## src/rtl/fm_sample_modulator.sv

```systemverilog
// FM modulation front end: paces sample ROM reads with a rate divider and streams
// carrier plus scaled-sample phase increments to a DDS.
module fm_sample_modulator #(
  parameter int unsigned       SAMPLE_W     = 16,
  parameter int unsigned       ADDR_W       = 10,
  parameter int unsigned       PINC_W       = 40,
  parameter int unsigned       DIV          = 64,
  parameter logic [PINC_W-1:0] CARRIER_PINC = 40'h0A00000000,
  parameter int unsigned       DEV_SHIFT    = 8
) (
  input  logic                clk_in1,
  input  logic                reset,
  input  logic                start,
  input  logic                stop,
  input  logic                loop_mode,
  input  logic [ADDR_W-1:0]   start_addr,
  input  logic [ADDR_W-1:0]   end_addr,
  output logic                rom_en,
  output logic [ADDR_W-1:0]   rom_addr,
  input  logic [SAMPLE_W-1:0] rom_dout,
  output logic                m_pinc_tvalid,
  output logic [PINC_W-1:0]   m_pinc_tdata,
  output logic                sample_tick,
  output logic                busy,
  output logic                done
);

  localparam int unsigned      DIV_W    = $clog2(DIV);
  localparam logic [DIV_W-1:0] DIV_LAST = DIV_W'(DIV - 1);

  typedef enum logic {IDLE, RUN} state_t;

  state_t              state, state_nx;
  logic [DIV_W-1:0]    div_cnt, div_nx, div_inc;
  logic [ADDR_W-1:0]   win_start, win_start_nx, win_end, win_end_nx;
  logic                win_loop, win_loop_nx;
  logic                eod, eod_nx;
  logic                rd_valid, rd_valid_nx;
  logic                rom_en_nx, sample_tick_nx, busy_nx, done_nx, tvalid_nx;
  logic [ADDR_W-1:0]   rom_addr_nx;
  logic [PINC_W-1:0]   tdata_nx, pinc_c;
  logic signed [PINC_W-1:0] sample_ext;

  // Sign-extend before shifting; the sum wraps modulo 2^PINC_W
  assign sample_ext = PINC_W'($signed(rom_dout));
  assign pinc_c     = CARRIER_PINC + (sample_ext <<< DEV_SHIFT);
  assign div_inc    = (div_cnt == DIV_LAST) ? '0 : div_cnt + DIV_W'(1);

  always_ff @(posedge clk_in1) begin
    if (reset) begin
      state         <= IDLE;
      div_cnt       <= '0;
      win_start     <= '0;
      win_end       <= '0;
      win_loop      <= 1'b0;
      eod           <= 1'b0;
      rd_valid      <= 1'b0;
      rom_en        <= 1'b0;
      rom_addr      <= '0;
      sample_tick   <= 1'b0;
      busy          <= 1'b0;
      done          <= 1'b0;
      m_pinc_tvalid <= 1'b0;
      m_pinc_tdata  <= CARRIER_PINC;
    end else begin
      state         <= state_nx;
      div_cnt       <= div_nx;
      win_start     <= win_start_nx;
      win_end       <= win_end_nx;
      win_loop      <= win_loop_nx;
      eod           <= eod_nx;
      rd_valid      <= rd_valid_nx;
      rom_en        <= rom_en_nx;
      rom_addr      <= rom_addr_nx;
      sample_tick   <= sample_tick_nx;
      busy          <= busy_nx;
      done          <= done_nx;
      m_pinc_tvalid <= tvalid_nx;
      m_pinc_tdata  <= tdata_nx;
    end
  end

  // Outputs are computed one cycle ahead so every port comes straight from a flop
  always_comb begin
    state_nx       = state;
    div_nx         = div_cnt;
    win_start_nx   = win_start;
    win_end_nx     = win_end;
    win_loop_nx    = win_loop;
    eod_nx         = eod;
    rd_valid_nx    = rom_en;
    rom_en_nx      = 1'b0;
    sample_tick_nx = 1'b0;
    done_nx        = 1'b0;
    rom_addr_nx    = rom_addr;
    tvalid_nx      = m_pinc_tvalid;
    tdata_nx       = m_pinc_tdata;

    if (rom_en) begin
      if (rom_addr == win_end) begin
        if (win_loop) rom_addr_nx = win_start;
        else          eod_nx      = 1'b1;
      end else begin
        rom_addr_nx = rom_addr + ADDR_W'(1);
      end
    end

    if (rd_valid) begin
      tdata_nx  = pinc_c;
      tvalid_nx = 1'b1;
    end
    if (done) tdata_nx = CARRIER_PINC;

    case (state)
      IDLE: begin
        if (start && !stop) begin
          state_nx       = RUN;
          win_start_nx   = start_addr;
          win_end_nx     = end_addr;
          win_loop_nx    = loop_mode;
          eod_nx         = 1'b0;
          rom_addr_nx    = start_addr;
          div_nx         = DIV_LAST;
          rom_en_nx      = 1'b1;
          sample_tick_nx = 1'b1;
        end
      end
      RUN: begin
        div_nx = div_inc;
        // Next cycle is a tick: read again, or finish a drained one-shot
        if (div_inc == DIV_LAST) begin
          if (eod) begin
            state_nx = IDLE;
            done_nx  = 1'b1;
          end else begin
            rom_en_nx      = 1'b1;
            sample_tick_nx = 1'b1;
          end
        end
      end
      default: state_nx = IDLE;
    endcase

    if (stop) begin
      state_nx       = IDLE;
      rom_en_nx      = 1'b0;
      sample_tick_nx = 1'b0;
      done_nx        = 1'b0;
      rd_valid_nx    = 1'b0;
      eod_nx         = 1'b0;
      tdata_nx       = CARRIER_PINC;
    end

    busy_nx = (state_nx == RUN);
  end

endmodule

```

## config.mk

```make
export PLATFORM = sky130hd
export DESIGN_NAME = fm_sample_modulator
export DESIGN_NICKNAME = d
export VERILOG_FILES = /design/src/rtl/fm_sample_modulator.sv
export SDC_FILE = /design/constraint.sdc
export NUM_CORES = 1
export LEC_CHECK = 0
export BUFFER_PORTS_ARGS = -buffer_cell sky130_fd_sc_hd__buf_2
export CAP_MARGIN = 10
export CORE_ASPECT_RATIO = 0.5
export CORE_UTILIZATION = 40
export DETAILED_ROUTE_END_ITERATION = 10
export PLACE_DENSITY = 0.68
export SLEW_MARGIN = 0
export SYNTH_ARGS = -nofsm -noshare
export SYNTH_HDL_FRONTEND = slang
export SYNTH_SLANG_ARGS = --single-unit
export TNS_END_PERCENT = 10
```

## constraint.sdc

```tcl
create_clock -name clk_in1 -period 1.6 [get_ports clk_in1]
set_input_delay 0.32 -clock clk_in1 [delete_from_list [all_inputs] [get_ports clk_in1]]
set_output_delay 0.32 -clock clk_in1 [all_outputs]
set_load 0.005 [all_outputs]
```

# ---- Word-level counts from Yosys, hierarchy flattened
# Index checks and enable logic that the tools add are counted.
dict set report word_totals {
  reg_bits 83
  input_bits 41
}
dict set report op_classes {
  mux 20
  reduce_logical 6
  addsub 3
  bitwise_logic 2
  n_eq_ne 4
}
# cell n
set op_table {}
lappend op_table {{10-bit 2-to-1 mux} 5}
lappend op_table {{37-bit by 24-bit adder with 38-bit output, first input constant} 1}
lappend op_table {{6-bit equality test, second input constant} 2}
lappend op_table {{6-bit 2-to-1 mux} 2}
lappend op_table {{6-bit one-hot mux with 2 select lines} 1}
lappend op_table {{10-bit by 1-bit adder with 10-bit output, second input constant} 1}
lappend op_table {{10-bit equality test} 1}
lappend op_table {{1-bit 2-to-1 mux} 10}
lappend op_table {{6-bit by 1-bit adder with 6-bit output, second input constant} 1}
lappend op_table {{1-bit one-hot mux with 2 select lines} 2}
lappend op_table {{4-bit OR reduction} 1}
lappend op_table {{3-bit OR reduction} 1}
lappend op_table {{2-bit != test, second input constant} 1}
lappend op_table {{1-bit inverter} 2}
lappend op_table {{2-bit AND reduction} 1}
lappend op_table {{2-bit OR reduction} 1}
lappend op_table {{1-bit logical AND} 1}
lappend op_table {{1-bit zero test} 1}

# ---- Longest topological paths before layout
dict set report logic_depth {
  ltp_word 5
  depth_mapped 8
}

# ---- Worst setup path before layout
# Ideal clock, no wire load.
dict set report synth_timing {
  kind {register to register}
  from {reg rom_addr[3]}
  to {reg rom_addr[3]}
  stages_incl_launch_ff 9
  period_less_slack_ns 1.772
  setup_time_ns 0.130
  n_path_buf 2
  setup_slack_ns -0.172
  t_arrival_ns 1.642
  cell_sequence {dfxtp_1 buf_6 xor2_1 nor4_2 nand4_2 buf_6 mux2i_1 a211oi_1 o22ai_1}
}
dict set report synth_via {
  elab_chain_cells 5
  word_cells_on_any_way 7
  cone_classes {add/sub (1); eq/ne (1); mux (5)}
}
# item line
set synth_rtl {}
lappend synth_rtl {{start: declaration} 19} ;# output logic [ADDR_W-1:0] rom_addr,
lappend synth_rtl {{start signal: assignment} 74} ;# rom_addr <= rom_addr_nx;
lappend synth_rtl {{10-bit by 1-bit adder with 10-bit output, or another cell as far along} 104} ;# rom_addr_nx = rom_addr + ADDR_W'(1);
lappend synth_rtl {{10-bit 2-to-1 mux} 100} ;# if (rom_addr == win_end) begin
lappend synth_rtl {{10-bit 2-to-1 mux (*)} 99} ;# if (rom_en) begin
lappend synth_rtl {{10-bit 2-to-1 mux} 116} ;# if (start && !stop) begin
lappend synth_rtl {{10-bit 2-to-1 mux (*)} 114} ;# case (state)
# Every way passes the cells marked *; elsewhere a longest branch is shown, timed or not.
# A chain may end at the register's enable or synchronous reset.

# ---- Worst setup path after layout
dict set report layout_timing {
  from {reg win_end[5]}
  to {reg rom_addr[9]}
}
dict set report layout_via {
  elab_chain_cells 5
}
# item line
set layout_rtl {}
lappend layout_rtl {{start: declaration} 35} ;# logic [ADDR_W-1:0] win_start, win_start_nx, win_end, win_end_nx;
lappend layout_rtl {{start signal: assignment} 69} ;# win_end <= win_end_nx;
lappend layout_rtl {{10-bit equality test (*)} 100}
lappend layout_rtl {{10-bit 2-to-1 mux (*)} 100}
lappend layout_rtl {{10-bit 2-to-1 mux (*)} 99}
lappend layout_rtl {{10-bit 2-to-1 mux} 116}
lappend layout_rtl {{10-bit 2-to-1 mux (*)} 114}
# Marked as above.

==> impl_metrics.yaml <==
outcome:
  outcome: "complete, but fails checks"
  violations: "setup timing"
worst_hold_path:
  hold_end: "win_end[3]"
  worst_hold_path_type: "in2reg"
  min_from: "end_addr[3]"
  hold-path-cell-count: 3
critical_path:
  critical_path.max_stage_delay_ns: 0.32
  r2r-start: "win_end[5]"
  cp_cell_sequence: "xor2_1, nor4_2, nand4_2, buf_12, o21a_1, o21a_1, o22ai_1"
  cp_common_cell: "o21a_1"
  path_class: "reg2reg"
  cp_num_buf_inv: 1
  cp.arrival_ns: 1.97
  crit_start: "win_end[5]"
  reg2reg_slack_ns: -0.13
  cp_max_fo: 23
  crit_required_ns: 1.84
  reg2reg_to: "rom_addr[9]"
  critPathCaptureType: "register"
  reg2reg_depth: 7
  cp_slowest_cell: "dfxtp_2"
  crit_family: "compound AO/OA/AOI/OAI gates"
  cp-start-kind: "register"
timing:
  setup_viol_count_final: 9
  post-route-period-util_pct: 108.0
  fmax_ghz: 0.5788
  skew_ns: 0.009517
  setup_slack_ns: -0.1276
  slew_violations: 0
  hold_violations: 0
  rsz0062_at_grt: "yes"
  period_needed_ns: 1.728
global_routing:
  grt_usage_pct: 19.38
  overflow: 0
  antenna_found_initial: 0
  first_global_vias: 2357
  grt_pass1_wl_mm: 10.99
  grt_max_degree: 24
routing:
  highest_layer: "met4"
  vias: 2686
  wl_met1_mm: 3.247
  drtIter0Drc: 178
  drc: 0
  avgRoutedWirePerCell_um: 13.04
  routed_via_density: 4.983
  wl_met2_mm: 3.310
  totalWireLength_mm: 7.030
  first_pass_iters: 4
  route.met3.wl_um: 379
  ant_nets: 0
yosys:
  synth_flop_cell: "dfxtp_1"
  ys_seq_area_share_pct: 41.58
  syn_area_per_cell_um2: 8.254
  async_reset_ff_share_pct: 0
  syn_inst: 350
  synth-seq-cells: 60
  synth.cell_area_um2: 2889
  yosys_warnings: 0
  synth.distinct_cells: 44
  synth_edf_count: 0
placed_design:
  dpl_worst_slack_ns: -0.1341
  dpl.hpwl_mm: 5.076
  port_buffers: 81
  dpl.cell_count: 524
  postPlaceCellArea_um2: 3462
  place.gp.congestion: 0.8611
floorplan:
  rows: 21
  die_h_um: 62.10
  start_util_pct: 42.29
  ios: 96
  die_w_um: 122.2
  die_area_um2: 7587
  core_area_um2: 6832
cells_and_area:
  fin_nets: 487
  final_cells: 539
  final_common_cell: "buf_2"
  diodes: 0
  regArea_um2: 1206
  syn2layout_area_growth_pct: 30.40
  nFillCells: 641
  design_area_um2: 3767
  final_cell_mix: "81 x buf_2, 61 x nand2_1, 56 x dfxtp_1, 33 x a21oi_1, 31 x buf_4"
  drive_gt1_share_pct: 31.54
  multi_input_area_um2: 1468
cts:
  cts_tree: "built"
  numCtsBuffers: 9
  clockRootBuffer: "clkbuf_16"
  clk-insertion-delay-late_ns: 0.32
  clk_pin_slew_ns: 0.05
  clock-sinks: 60
  h-tree-depth: 3
  cts_buffer_depth: 2
power:
  powerDensity_nw_per_um2: 1043
  p_seq_share_pct: 40.7
  internal-power_uw: 3015
  total_switching_power_uw: 914.0
  cellLeakagePower_uw: 0.001639
  max-vdd-ir-drop_mv: 0.5353
  p_comb_share_pct: 12.1
  pwr-share-clk_pct: 47.2
  swShare_pct: 23.26
flow_run:
  cap_viol_max_count: 0
cells by family after synthesis:
family | Yosys count | share of synthesized area (%)
buffers and inverters | 48 | 9.917
and+or+nand+nor | 142 | 23.04
AOI/OAI and AO/OA | 63 | 13.30
muxes | 19 | 6.669
adders and majority gates | 3 | 1.299
xor gates and xnor gates | 13 | 3.941
DFF | 60 | 41.58
other | 2 | 0.2599
metrics by stage:
step | TNS (ns) | power (uW) | hold slack, ns | utilization [%]
floorplan | -0.5891 | 1922 | 0.3975 | -
global placement | -0.5407 | 2089 | 0.4409 | 50.68
detailed placement | -0.9501 | 2096 | 0.4462 | 50.68
CTS | -0.8398 | 3962 | 0.2189 | 54.98
global route | -1.769 | 4083 | 0.2359 | 55.15
finish | -0.7235 | 3929 | 0.2315 | 55.15
what timing repair did:
| item | CTS | global route |
|---|---|---|
| hold buffers | 0 | 0 |
| setup buffers | 0 | 0 |
| endpoints found under the setup margin | 10 | 14 |
| resized for setup | 4 | 5 |
| pin swaps | 3 | 3 |
registers in the layout (all words and copies together) (netlist names):
signal	count
div_cnt	6
m_pinc_tdata	17
sample_tick	1
state	1
win_loop	1
done	1
eod	1
win_start	10
rd_valid	1
win_end	10
rom_addr	10
m_pinc_tvalid	1
power groups by stage:
| stage | combinational, uW | clock [uW] | sequential (uW) |
|---|---|---|---|
| 4_1_cts | 474 | 1890 | 1600 |
| 5_1_grt | 531 | 1950 | 1600 |
| 3_3_place_gp | 463 | 0 | 1630 |
| 3_5_place_dp | 470 | 0 | 1630 |
| 2_1_floorplan | 295 | 0 | 1630 |
| 6_report | 477 | 1850 | 1600 |
synth_stat cells (2+ instances only):
cell	n	area, um^2
nand2_1	61	229.0
dfxtp_1	60	1201
a21oi_1	33	165.2
nor2_1	32	120.1
buf_4	24	180.2
clkbuf_1	17	63.81
mux2i_1	17	170.2
nand2b_1	8	50.05
nand3_1	8	40.04
xor2_1	8	70.07
nor3_1	7	35.03
o21ai_0	6	30.03
xnor2_1	5	43.79
inv_1	4	15.01
nand4_1	4	25.02
nor3b_1	4	30.03
o22ai_1	4	25.02
or3_1	4	25.02
a211oi_1	3	22.52
and3_1	3	18.77
ha_1	3	37.54
a21boi_0	2	15.01
a221oi_1	2	17.52
a311oi_1	2	17.52
and2_1	2	12.51
buf_6	2	22.52
conb_1	2	7.510
mux2_2	2	22.52
nand3b_1	2	15.01
nor4_1	2	12.51
nor4_2	2	25.02
o21a_1	2	15.01
o311ai_1	2	17.52
routing by layer:
metal / track usage (%) / vias to the layer above
li1: - / 1354
met1: 23.30 / 1242
met4: 8.537 / 0
met3: 5.839 / 10
met2: 33.17 / 80
met5: 0 / -
tightest hold or removal path, delay by kind of cell:
family	cells	cell delay, ns
compound gates	1	0.05
buf+inv	1	0.09
simple gates	1	0.04
layout make-up:
class | instances | area share (%)
multi-input combinational | 254 | 38.96
sequential | 60 | 32.02
timing repair buffer | 114 | 18.00
clock buffer | 13 | 6.642
tap | 92 | 3.055
clock inverter | 2 | 0.9299
inverter | 4 | 0.3985
how the worst max path moves through the flow:
stage	to	slack, ns	cells after the start
floorplan	rom_addr[3]	-0.1	7
global placement	rom_addr[3]	-0.09	7
detailed placement	rom_addr[5]	-0.13	7
CTS	rom_addr[9]	-0.13	7
global route	rom_addr[5]	-0.25	7
finish	rom_addr[9]	-0.13	7
No activity file was read; power rests on OpenSTA's default activity.
